**src/rtl/step_sequencer_if.sv**
```systemverilog
// Control, pattern and output bundle of the four-track step sequencer.
interface step_sequencer_if;
    logic        start;
    logic        stop;
    logic        pause;
    logic [1:0]  tempo_sel;
    logic [15:0] note1;
    logic [15:0] note2;
    logic [15:0] note3;
    logic [15:0] note4;
    logic [3:0]  step;
    logic [3:0]  trig;
    logic [3:0]  gate;
    logic        sound;
    logic        playing;
    logic        wrap;

    modport master (
        output start, stop, pause, tempo_sel,
        output note1, note2, note3, note4,
        input  step, trig, gate, sound, playing, wrap
    );

    modport slave (
        input  start, stop, pause, tempo_sel,
        input  note1, note2, note3, note4,
        output step, trig, gate, sound, playing, wrap
    );
endinterface

```
**src/rtl/step_sequencer.sv**
```systemverilog
// Four-track 16-step sequencer with per-track gated square-wave tones.
module step_sequencer #(
    parameter int STEP_TICKS = 6250000,
    parameter int GATE_TICKS = 3125000,
    parameter int TONE0      = 95556,
    parameter int TONE1      = 85131,
    parameter int TONE2      = 75843,
    parameter int TONE3      = 71586
) (
    input  logic            clk,
    input  logic            reset,
    step_sequencer_if.slave bus
);
    localparam int TMAX = (STEP_TICKS > GATE_TICKS) ? STEP_TICKS : GATE_TICKS;
    localparam int TW   = $clog2(TMAX + 1);
    localparam int NM01 = (TONE0 > TONE1) ? TONE0 : TONE1;
    localparam int NM23 = (TONE2 > TONE3) ? TONE2 : TONE3;
    localparam int NMAX = (NM01 > NM23) ? NM01 : NM23;
    localparam int CW   = $clog2(NMAX + 1);

    localparam logic [TW-1:0] STEP_W = TW'(STEP_TICKS);
    localparam logic [TW-1:0] GATE_W = TW'(GATE_TICKS);

    typedef enum logic [1:0] {IDLE, RUN, PAUSE} state_t;

    state_t        state_q, state_d;
    logic [3:0]    step_q, step_d;
    logic [TW-1:0] tick_q, tick_d;
    logic [TW-1:0] period_q, period_d;
    logic          pend_q, pend_d;
    logic [3:0]    bits_q, bits_d;
    logic [3:0]    tone_q, tone_d;
    logic [CW-1:0] cnt_q [4];
    logic [CW-1:0] cnt_d [4];
    logic [3:0]    trig_q, trig_d;
    logic [3:0]    gate_q, gate_d;
    logic          wrap_q, wrap_d;
    logic          begin_step;
    logic [TW-1:0] glen;

    function automatic logic [CW-1:0] tone_lim(input int i);
        logic [CW-1:0] r;
        unique case (i)
            0:       r = CW'(TONE0 - 1);
            1:       r = CW'(TONE1 - 1);
            2:       r = CW'(TONE2 - 1);
            default: r = CW'(TONE3 - 1);
        endcase
        return r;
    endfunction

    always_comb begin
        state_d    = state_q;
        step_d     = step_q;
        tick_d     = tick_q;
        period_d   = period_q;
        pend_d     = pend_q;
        bits_d     = bits_q;
        tone_d     = tone_q;
        cnt_d      = cnt_q;
        trig_d     = '0;
        gate_d     = '0;
        wrap_d     = 1'b0;
        begin_step = 1'b0;
        glen       = '0;

        if (bus.stop) begin
            state_d = IDLE;
            step_d  = '0;
            tick_d  = '0;
            pend_d  = 1'b0;
            bits_d  = '0;
            tone_d  = '0;
            cnt_d   = '{default: '0};
        end else if (bus.start) begin
            state_d    = RUN;
            step_d     = '0;
            tick_d     = '0;
            pend_d     = 1'b0;
            begin_step = 1'b1;
        end else begin
            unique case (state_q)
                IDLE: ;
                RUN: begin
                    if (bus.pause)
                        state_d = PAUSE;
                    for (int i = 0; i < 4; i++) begin
                        if (cnt_q[i] == tone_lim(i)) begin
                            cnt_d[i]  = '0;
                            tone_d[i] = ~tone_q[i];
                        end else begin
                            cnt_d[i] = cnt_q[i] + CW'(1);
                        end
                    end
                    if (tick_q == period_q - TW'(1)) begin
                        tick_d = '0;
                        step_d = step_q + 4'd1;
                        // An advance landing in PAUSE starts its step on resume
                        if (bus.pause) begin
                            pend_d = 1'b1;
                        end else begin
                            begin_step = 1'b1;
                            wrap_d     = (step_q == 4'd15);
                        end
                    end else begin
                        tick_d = tick_q + TW'(1);
                    end
                end
                PAUSE: begin
                    if (!bus.pause) begin
                        state_d = RUN;
                        if (pend_q) begin
                            begin_step = 1'b1;
                            pend_d     = 1'b0;
                        end
                    end
                end
                default: state_d = IDLE;
            endcase
        end

        if (begin_step) begin
            bits_d = {bus.note4[step_d], bus.note3[step_d],
                      bus.note2[step_d], bus.note1[step_d]};
            period_d = STEP_W >> bus.tempo_sel;
            tone_d   = '0;
            cnt_d    = '{default: '0};
            trig_d   = bits_d;
        end

        glen = (GATE_W < period_d) ? GATE_W : period_d;
        if (state_d == RUN)
            gate_d = bits_d & {4{tick_d < glen}};
    end

    always_ff @(posedge clk) begin
        if (reset) begin
            state_q  <= IDLE;
            step_q   <= '0;
            tick_q   <= '0;
            period_q <= '0;
            pend_q   <= 1'b0;
            bits_q   <= '0;
            tone_q   <= '0;
            cnt_q    <= '{default: '0};
            trig_q   <= '0;
            gate_q   <= '0;
            wrap_q   <= 1'b0;
        end else begin
            state_q  <= state_d;
            step_q   <= step_d;
            tick_q   <= tick_d;
            period_q <= period_d;
            pend_q   <= pend_d;
            bits_q   <= bits_d;
            tone_q   <= tone_d;
            cnt_q    <= cnt_d;
            trig_q   <= trig_d;
            gate_q   <= gate_d;
            wrap_q   <= wrap_d;
        end
    end

    assign bus.step    = step_q;
    assign bus.trig    = trig_q;
    assign bus.gate    = gate_q;
    assign bus.wrap    = wrap_q;
    assign bus.playing = (state_q != IDLE);
    assign bus.sound   = |(tone_q & gate_q);
endmodule

```
**src/flat_wrapper.sv**
```systemverilog
// flat-port wrapper written by rule: the top's interface ports become plain ports
module step_sequencer_flat 
#(
    parameter int STEP_TICKS = 6250000,
    parameter int GATE_TICKS = 3125000,
    parameter int TONE0      = 95556,
    parameter int TONE1      = 85131,
    parameter int TONE2      = 75843,
    parameter int TONE3      = 71586
)
  (clk, reset, bus_start, bus_stop, bus_pause, bus_tempo_sel, bus_note1, bus_note2, bus_note3, bus_note4, bus_step, bus_trig, bus_gate, bus_sound, bus_playing, bus_wrap);
  step_sequencer_if bus_i ();
  input  logic clk;
  input  logic reset;
  input wire logic [$bits(bus_i.start)-1:0] bus_start;
  input wire logic [$bits(bus_i.stop)-1:0] bus_stop;
  input wire logic [$bits(bus_i.pause)-1:0] bus_pause;
  input wire logic [$bits(bus_i.tempo_sel)-1:0] bus_tempo_sel;
  input wire logic [$bits(bus_i.note1)-1:0] bus_note1;
  input wire logic [$bits(bus_i.note2)-1:0] bus_note2;
  input wire logic [$bits(bus_i.note3)-1:0] bus_note3;
  input wire logic [$bits(bus_i.note4)-1:0] bus_note4;
  output wire logic [$bits(bus_i.step)-1:0] bus_step;
  output wire logic [$bits(bus_i.trig)-1:0] bus_trig;
  output wire logic [$bits(bus_i.gate)-1:0] bus_gate;
  output wire logic [$bits(bus_i.sound)-1:0] bus_sound;
  output wire logic [$bits(bus_i.playing)-1:0] bus_playing;
  output wire logic [$bits(bus_i.wrap)-1:0] bus_wrap;
  assign bus_i.start = bus_start;
  assign bus_i.stop = bus_stop;
  assign bus_i.pause = bus_pause;
  assign bus_i.tempo_sel = bus_tempo_sel;
  assign bus_i.note1 = bus_note1;
  assign bus_i.note2 = bus_note2;
  assign bus_i.note3 = bus_note3;
  assign bus_i.note4 = bus_note4;
  assign bus_step = bus_i.step;
  assign bus_trig = bus_i.trig;
  assign bus_gate = bus_i.gate;
  assign bus_sound = bus_i.sound;
  assign bus_playing = bus_i.playing;
  assign bus_wrap = bus_i.wrap;
  step_sequencer #(.STEP_TICKS(STEP_TICKS), .GATE_TICKS(GATE_TICKS), .TONE0(TONE0), .TONE1(TONE1), .TONE2(TONE2), .TONE3(TONE3)) u_core (.clk(clk), .reset(reset), .bus(bus_i));
endmodule
```
**config.mk**
```make
export PLATFORM = sky130hd
export DESIGN_NAME = step_sequencer_flat
export DESIGN_NICKNAME = d
export VERILOG_FILES = /design/src/rtl/step_sequencer_if.sv /design/src/rtl/step_sequencer.sv /design/src/flat_wrapper.sv
export SDC_FILE = /design/constraint.sdc
export NUM_CORES = 1
export LEC_CHECK = 0
export CORE_UTILIZATION = 55
export CTS_CLUSTER_DIAMETER = 30
export DETAILED_ROUTE_END_ITERATION = 10
export DONT_BUFFER_PORTS = 1
export HOLD_SLACK_MARGIN = 0.15
export PLACE_DENSITY_LB_ADDON = 0.15
export SETUP_SLACK_MARGIN = 0.05
export SLEW_MARGIN = 10
export SYNTH_ARGS = -nofsm -noshare
export SYNTH_HDL_FRONTEND = slang
export SYNTH_SLANG_ARGS = --single-unit
```
**constraint.sdc**
```tcl
create_clock -name clk -period 5.9 [get_ports clk]
set_input_delay 0.59 -clock clk [delete_from_list [all_inputs] [get_ports clk]]
set_output_delay 0.59 -clock clk [all_outputs]
set_load 0.02 [all_outputs]
```
==> metrics.yaml, run 1 <==
synthTopCellsByCount: "nor2_1, dfxtp_1, nand2_1"
numCtsBuffers: 17
synth-xor-area-share: 0.126
drc_errors: 0
nNetsFinal: 1204
vias: 7765
antenna_found_initial: 0
ys_seq_area_frac: 0.325
synth_warnings: 0
leakagePower_nw: 3.46
final.setup_skew_ns: 0.00889
rsz0062_at_grt: "false"
initial_core_util: 0.561
crit_top_cell: "buf_4"
crit_chain: "or4_4, or4_1, or4_4, a32o_2, nor3_2, a21oi_1, buf_4, nand2_1, buf_4, nor2_1, ha_1, a21o_1, a21o_1, a21oi_1, nor2b_1, o211ai_1, a211o_1, nand4_1, a31oi_1, buf_4, nand4_1, o221ai_1"
drt_iter0_drc: 562
die_area_um2: 16000
grt_use_total: 0.271
cts_resized: 0
viasPerCell: 5.98
synth.most_common_cell: "nor2_1"
async_flop_share: 0
synth_area_leaders: "dfxtp_1, xor2_1, nor2_1, ha_1, nand2_1"
critical_path.startpoint: "u_core.period_q[9]$_SDFF_PP0_"
path_buf_inv: 3
dp_cells: 1266
clk_pin_slew_ns: 0.06
wl_per_cell_um: 16.4
max_stage_delay_ns: 0.70
synth-main-ff-cell: "dfxtp_1"
crit_arrival_ns: 5.91
status: "finished clean"
ys_seq_elements: 138
drive_gt1_frac: 0.0901
hpwl_mm: 15.5
boundaryPins: 86
synth_compound_area_frac: 0.109
multi_input_area_um2: 5490
utilization: 0.622
drv_cap: 0
period_needed_ns: 5.56
synth.distinct_cells: 70
synth-simple-area-share: 0.343
finalNonFillerCells: 1298
synthMuxAreaShare: 0.00957
cp_max_fo: 9
power_density_nw_per_um2: 236
clk_latency_ns: 0.43
setup_viol_count_final: 0
hold_viol_final: 0
irDropWorstVdd_uv: 217
critPathTopFamily: "simple AND/OR/NAND/NOR gates"
synth-edff-count: 0
dpl_cell_area_um2: 8790
worst_pin_slew_ns: 1.07
gp_congestion: 0.963
criticalPathCategory: "reg2reg"
hold_start: "bus_pause"
diodes: 0
fillCellCount: 1380
max_slew_margin: 0.285
min_path_type: "in2reg"
syn_area_um2: 8500
cts_htree_levels: 4
overflow: 0
grt_max_degree: 57
period_share: 0.943
grt_pass1_vias: 7000
cp-start-kind: "register"
root_buffer: "clkbuf_16"
crit_slowest_cell: "or4_1"
clock-sinks: 138
synth_adder_area_share: 0.0530
wl_mm: 21.3
cp-end-kind: "register"
fp.dieW_um: 126
postCtsSetupRepairBufs: 0
regArea_um2: 2760
fmax_mhz: 180
core_area_um2: 15100
yosysTopAreaCell: "dfxtp_1"
area_delta_synth_final_pct: 10.9
slew_violations: 0
cts_tree: "yes"
syn-num-nets: 1205
drt_first_pass_iters: 7
setup_tns_ns: 0
postCtsHoldBufs: 0
fin_area_um2: 9420
die_h_um: 126
avgSynthCellArea_um2: 7.74
syn_inst: 1098
grt_pass1_wl_mm: 34.6
num_rows: 45
holdWs_ns: 0.230
worstReg2RegStart: "u_core.period_q[9]$_SDFF_PP0_"
route.antenna.remaining_nets: 0
clockBufferDepth: 2
yosysTopAreaCellShare: 0.325
synth_top_family_by_area: "simple AND/OR/NAND/NOR gates"
cp.required_ns: 6.24
io_buffer_count: 0
[kinds of logic (layout without fill, tap and decap cells)]
family | Yosys count | count (layout)
and+or+nand+nor | 584 | 584
DFF | 138 | 138
AOI/OAI and AO/OA | 137 | 137
xor gates and xnor gates | 121 | 121
buffers and inverters | 73 | 85
adders and majority gates | 36 | 36
muxes | 8 | 8
other | 1 | 1
[layout by cell type (no fill, tap or decap), drive strengths merged, types with 26 or more instances in the layout]
| cell type | instances |
|---|---|
| ha | 36 |
| inv | 26 |
| xor2 | 77 |
| a21oi | 40 |
| buf | 37 |
| nand4 | 46 |
| nor3 | 43 |
| nand2 | 120 |
| nor2 | 169 |
| dfxtp | 138 |
| xnor2 | 44 |
| and3 | 32 |
| nand3 | 71 |
| o21ai | 32 |
[metal layers]
| metal | vias up | GRT usage | share of wire | wire, µm |
|---|---|---|---|---|
| met5 | - | 0 | 0 | 0 |
| met4 | 0 | 0.0957 | 0.020 | 424 |
| met3 | 33 | 0.0582 | 0.055 | 1180 |
| met2 | 226 | 0.439 | 0.46 | 9810 |
| met1 | 3627 | 0.356 | 0.46 | 9860 |
| li1 | 3879 | - | - | - |
[cell type report]
| cell class | count | area share |
|---|---|---|
| clock inverter | 15 | 0.0162 |
| clock buffer | 17 | 0.0451 |
| timing repair buffer | 37 | 0.0312 |
| sequential | 138 | 0.293 |
| inverter | 16 | 0.00637 |
| tap | 188 | 0.0250 |
| multi-input combinational | 887 | 0.583 |
[final timing paths]
path                                                 endpoint  slack [ns]  cells after the start
worst max register to register  u_core.bus.gate[2]$_SDFF_PP0_        0.34                     22
worst min register to register  u_core.period_q[0]$_SDFF_PP0_        0.47                      2
worst min-delay path               u_core.bus.wrap$_SDFF_PP0_        0.23                      1
worst max-delay path            u_core.bus.gate[2]$_SDFF_PP0_        0.34                     22
[power breakdown]
group	internal [mW]	total, mW	switching (mW)	leakage, nW
sequential	0.942	0.955	0.0127	1.12
combinational	0.0864	0.221	0.135	2.07
clock	0.596	1.05	0.454	0.278
total	1.62	2.23	0.601	3.46
[flip-flops by register name, summed over array words and instances, names as in the netlist]
register	flops
u_core.bus.trig	4
u_core.bus.wrap	1
u_core.period_q	23
u_core.state_q	2
u_core.tone_q	4
u_core.bus.gate	4
u_core.cnt_q	68
u_core.bits_q	4
u_core.pend_q	1
u_core.bus.step	4
u_core.tick_q	23
[per-stage QoR]
step                power (mW)  worst slack (ns)
global placement          1.18             0.286
CTS                       2.23             0.136
global route              2.31            0.0771
finish                    2.23             0.336
detailed placement        1.19             0.194
floorplan                 1.13             0.158
[worst register-to-register path, cell delays in order, from the launching register on]
cell	delay, ns
dfxtp_1	0.31
or4_4	0.56
or4_1	0.70
or4_4	0.59
a32o_2	0.34
nor3_2	0.30
a21oi_1	0.17
buf_4	0.17
nand2_1	0.09
buf_4	0.17
nor2_1	0.06
ha_1	0.29
a21o_1	0.16
a21o_1	0.16
a21oi_1	0.13
nor2b_1	0.06
o211ai_1	0.15
a211o_1	0.14
nand4_1	0.08
a31oi_1	0.18
buf_4	0.19
nand4_1	0.21
o221ai_1	0.24
Power figures use the tool's default switching activity.
==> run 2: changes to the inputs <==
--- a/config.mk
+++ b/config.mk
@@ -6,6 +6,7 @@
 export NUM_CORES = 1
 export LEC_CHECK = 0
 export CORE_UTILIZATION = 55
+export CTS_BUF_LIST = sky130_fd_sc_hd__clkbuf_4
 export CTS_CLUSTER_DIAMETER = 30
 export DETAILED_ROUTE_END_ITERATION = 10
 export DONT_BUFFER_PORTS = 1
==> run 2 against run 1 <==
  * Sequential share of layout area increased by 0.79 points
  * Die area did not move
  * First-iteration DRC count increased by 7.7%
==> metrics.yaml, run 2 (synthesized netlist as in run 1, its figures left out) <==
final.setup_skew_ns: 0.0232  # +0.0143 ns
wl_per_cell_um: 16.2  # -1.3%
drc_errors: 0  # unchanged
irDropWorstVdd_uv: 183  # -16%
rsz0062_at_grt: "false"
gp_congestion: 0.963  # unchanged
crit_top_cell: "a21o_1"
leakagePower_nw: 3.35  # -3.2%
worst_pin_slew_ns: 1.06  # -0.00965 ns
clockBufferDepth: 2  # unchanged
period_needed_ns: 5.55  # -0.0146 ns
route.antenna.remaining_nets: 0  # unchanged
cp-start-kind: "register"
utilization: 0.606  # -0.0164
die_h_um: 126  # unchanged
regMostFlops: "u_core.cnt_q"
io_buffer_count: 0  # unchanged
grt_pass1_vias: 6966  # -0.49%
grt_use_total: 0.268  # -0.00313
crit_slowest_cell: "or4_1"
drt_first_pass_iters: 5  # -2
drive_gt1_frac: 0.0907  # +0.000574
fillCellCount: 1423  # +3.1%
setup_tns_ns: 0  # unchanged
num_rows: 45  # unchanged
internal_power_mw: 1.26  # -23%
hpwl_mm: 15.5  # unchanged
p_clk_frac: 0.346  # -0.126
multi_input_area_um2: 5490  # unchanged
root_buffer: "clkbuf_4"
area_delta_synth_final_pct: 7.98
wl_mm: 21.1  # -0.99%
max_slew_margin: 0.290  # +0.00522
fmax_mhz: 180  # +0.26%
clk_pin_slew_ns: 0.15  # +0.09 ns
cts_htree_levels: 4  # unchanged
top_regs: "u_core.cnt_q (68), u_core.period_q (23), u_core.tick_q (23)"
drt_iter0_drc: 605  # +7.7%
power_frac_comb: 0.126  # +0.027
postCtsSetupRepairBufs: 0  # unchanged
hold_viol_final: 0  # unchanged
clk_latency_ns: 0.56  # +0.13 ns
largest_register_ffs: 68  # unchanged
regArea_um2: 2760  # unchanged
vias: 7774  # +0.12%
layout_common_cells: "nor2_1, dfxtp_1, nand2_1"
diodes: 0  # unchanged
boundaryPins: 86  # unchanged
setup_viol_count_final: 0  # unchanged
period_share: 0.941  # -0.00247
numCtsBuffers: 17  # unchanged
cp_max_fo: 8  # -1
grt_max_degree: 50  # -12%
crit_arrival_ns: 6.02  # +0.11 ns
clock-sinks: 138  # unchanged
initial_core_util: 0.561  # unchanged
core_area_um2: 15100  # unchanged
cts_tree: "yes"
slew_violations: 0  # unchanged
fp.dieW_um: 126  # unchanged
drv_cap: 0  # unchanged
viasPerCell: 5.97  # -0.19%
cp-end-kind: "register"
grt_pass1_wl_mm: 34.4  # -0.64%
cp.required_ns: 6.37  # +0.13 ns
status: "finished clean"
crit_chain: "or4_4, or4_1, or4_4, a32o_2, nor3_2, a21oi_1, buf_4, nand2_1, nor2_1, ha_1, a21o_1, a21o_1, a21o_1, a21oi_1, nor2b_1, o211ai_1, a211o_1, nand4_1, a31oi_1, buf_4, nand4_1, o221ai_1"
sequentialPowerShare: 0.528  # +0.099
max_stage_delay_ns: 0.70  # about the same
power_density_nw_per_um2: 197  # -16%
holdWs_ns: 0.190  # -0.0402 ns
p_sw_uw: 553  # -7.9%
nNetsFinal: 1208  # +0.33%
final_common_cell: "nor2_1"
antenna_found_initial: 0  # unchanged
criticalPathCategory: "reg2reg"
p_sw_frac: 0.306  # +0.0356
overflow: 0  # unchanged
die_area_um2: 16000  # unchanged
min_path_type: "in2reg"
run 2: through the flow:
stage / std cells / cell area [µm²] / setup WS [ns] / power [mW]
2_1_floorplan: 1098 / 8500 / 0.158 / 1.13
5_1_grt: 1302 / 9180 / 0.0631 / 1.90
4_1_cts: 1302 / 9120 / 0.153 / 1.81
6_report: 1302 / 9180 / 0.351 / 1.81
3_3_place_gp: 1266 / 8790 / 0.286 / 1.18
3_5_place_dp: 1266 / 8790 / 0.194 / 1.19
run 2: layer usage:
layer | part of all wire | global-route usage | vias up
li1 | - | - | 3889
met1 | 0.47 | 0.357 | 3601
met2 | 0.45 | 0.428 | 248
met5 | 0 | 0 | -
met4 | 0.020 | 0.0921 | 0
met3 | 0.059 | 0.0578 | 36
run 2: power groups by stage:
stage,logic [mW],clock network [mW],registers [mW]
3_5_place_dp,0.210,0,0.975
5_1_grt,0.250,0.689,0.957
3_3_place_gp,0.209,0,0.975
6_report,0.229,0.626,0.955
2_1_floorplan,0.155,0,0.972
4_1_cts,0.220,0.640,0.955
run 2: cell type report:
type                            count  area share
Multi-Input combinational cell    887       0.599
Sequential cell                   138       0.301
Timing Repair Buffer               41      0.0375
Tap cell                          188      0.0256
Clock inverter                     15      0.0166
Clock buffer                       17      0.0139
Inverter                           16     0.00654
run 2: critical path: cells and delay by family (launching register included):
kind | cells | cell delay, ns
flip-flops | 1 | 0.34
AND/OR/NAND/NOR | 9 | 2.63
adder cells (fa/ha/maj) | 1 | 0.29
buffers and inverters | 2 | 0.35
AO/OA/AOI/OAI | 10 | 1.83
run 2: final timing paths:
kind | cells past startpoint | to | slack, ns | start
max reg2reg | 22 | u_core.bus.gate[2]$_SDFF_PP0_ | 0.35 | u_core.period_q[9]$_SDFF_PP0_
min reg2reg | 2 | u_core.period_q[0]$_SDFF_PP0_ | 0.48 | u_core.period_q[0]$_SDFF_PP0_
max | 22 | u_core.bus.gate[2]$_SDFF_PP0_ | 0.35 | u_core.period_q[9]$_SDFF_PP0_
min | 1 | u_core.bits_q[1]$_SDFF_PP0_ | 0.19 | reset
run 2: repair_timing:
action | 4_1_cts | 5_1_grt
endpoints found under the setup margin | 0 | 4
gates resized for setup | 0 | 11
endpoints found under the hold margin | 50 | 0
hold buffers | 4 | 0
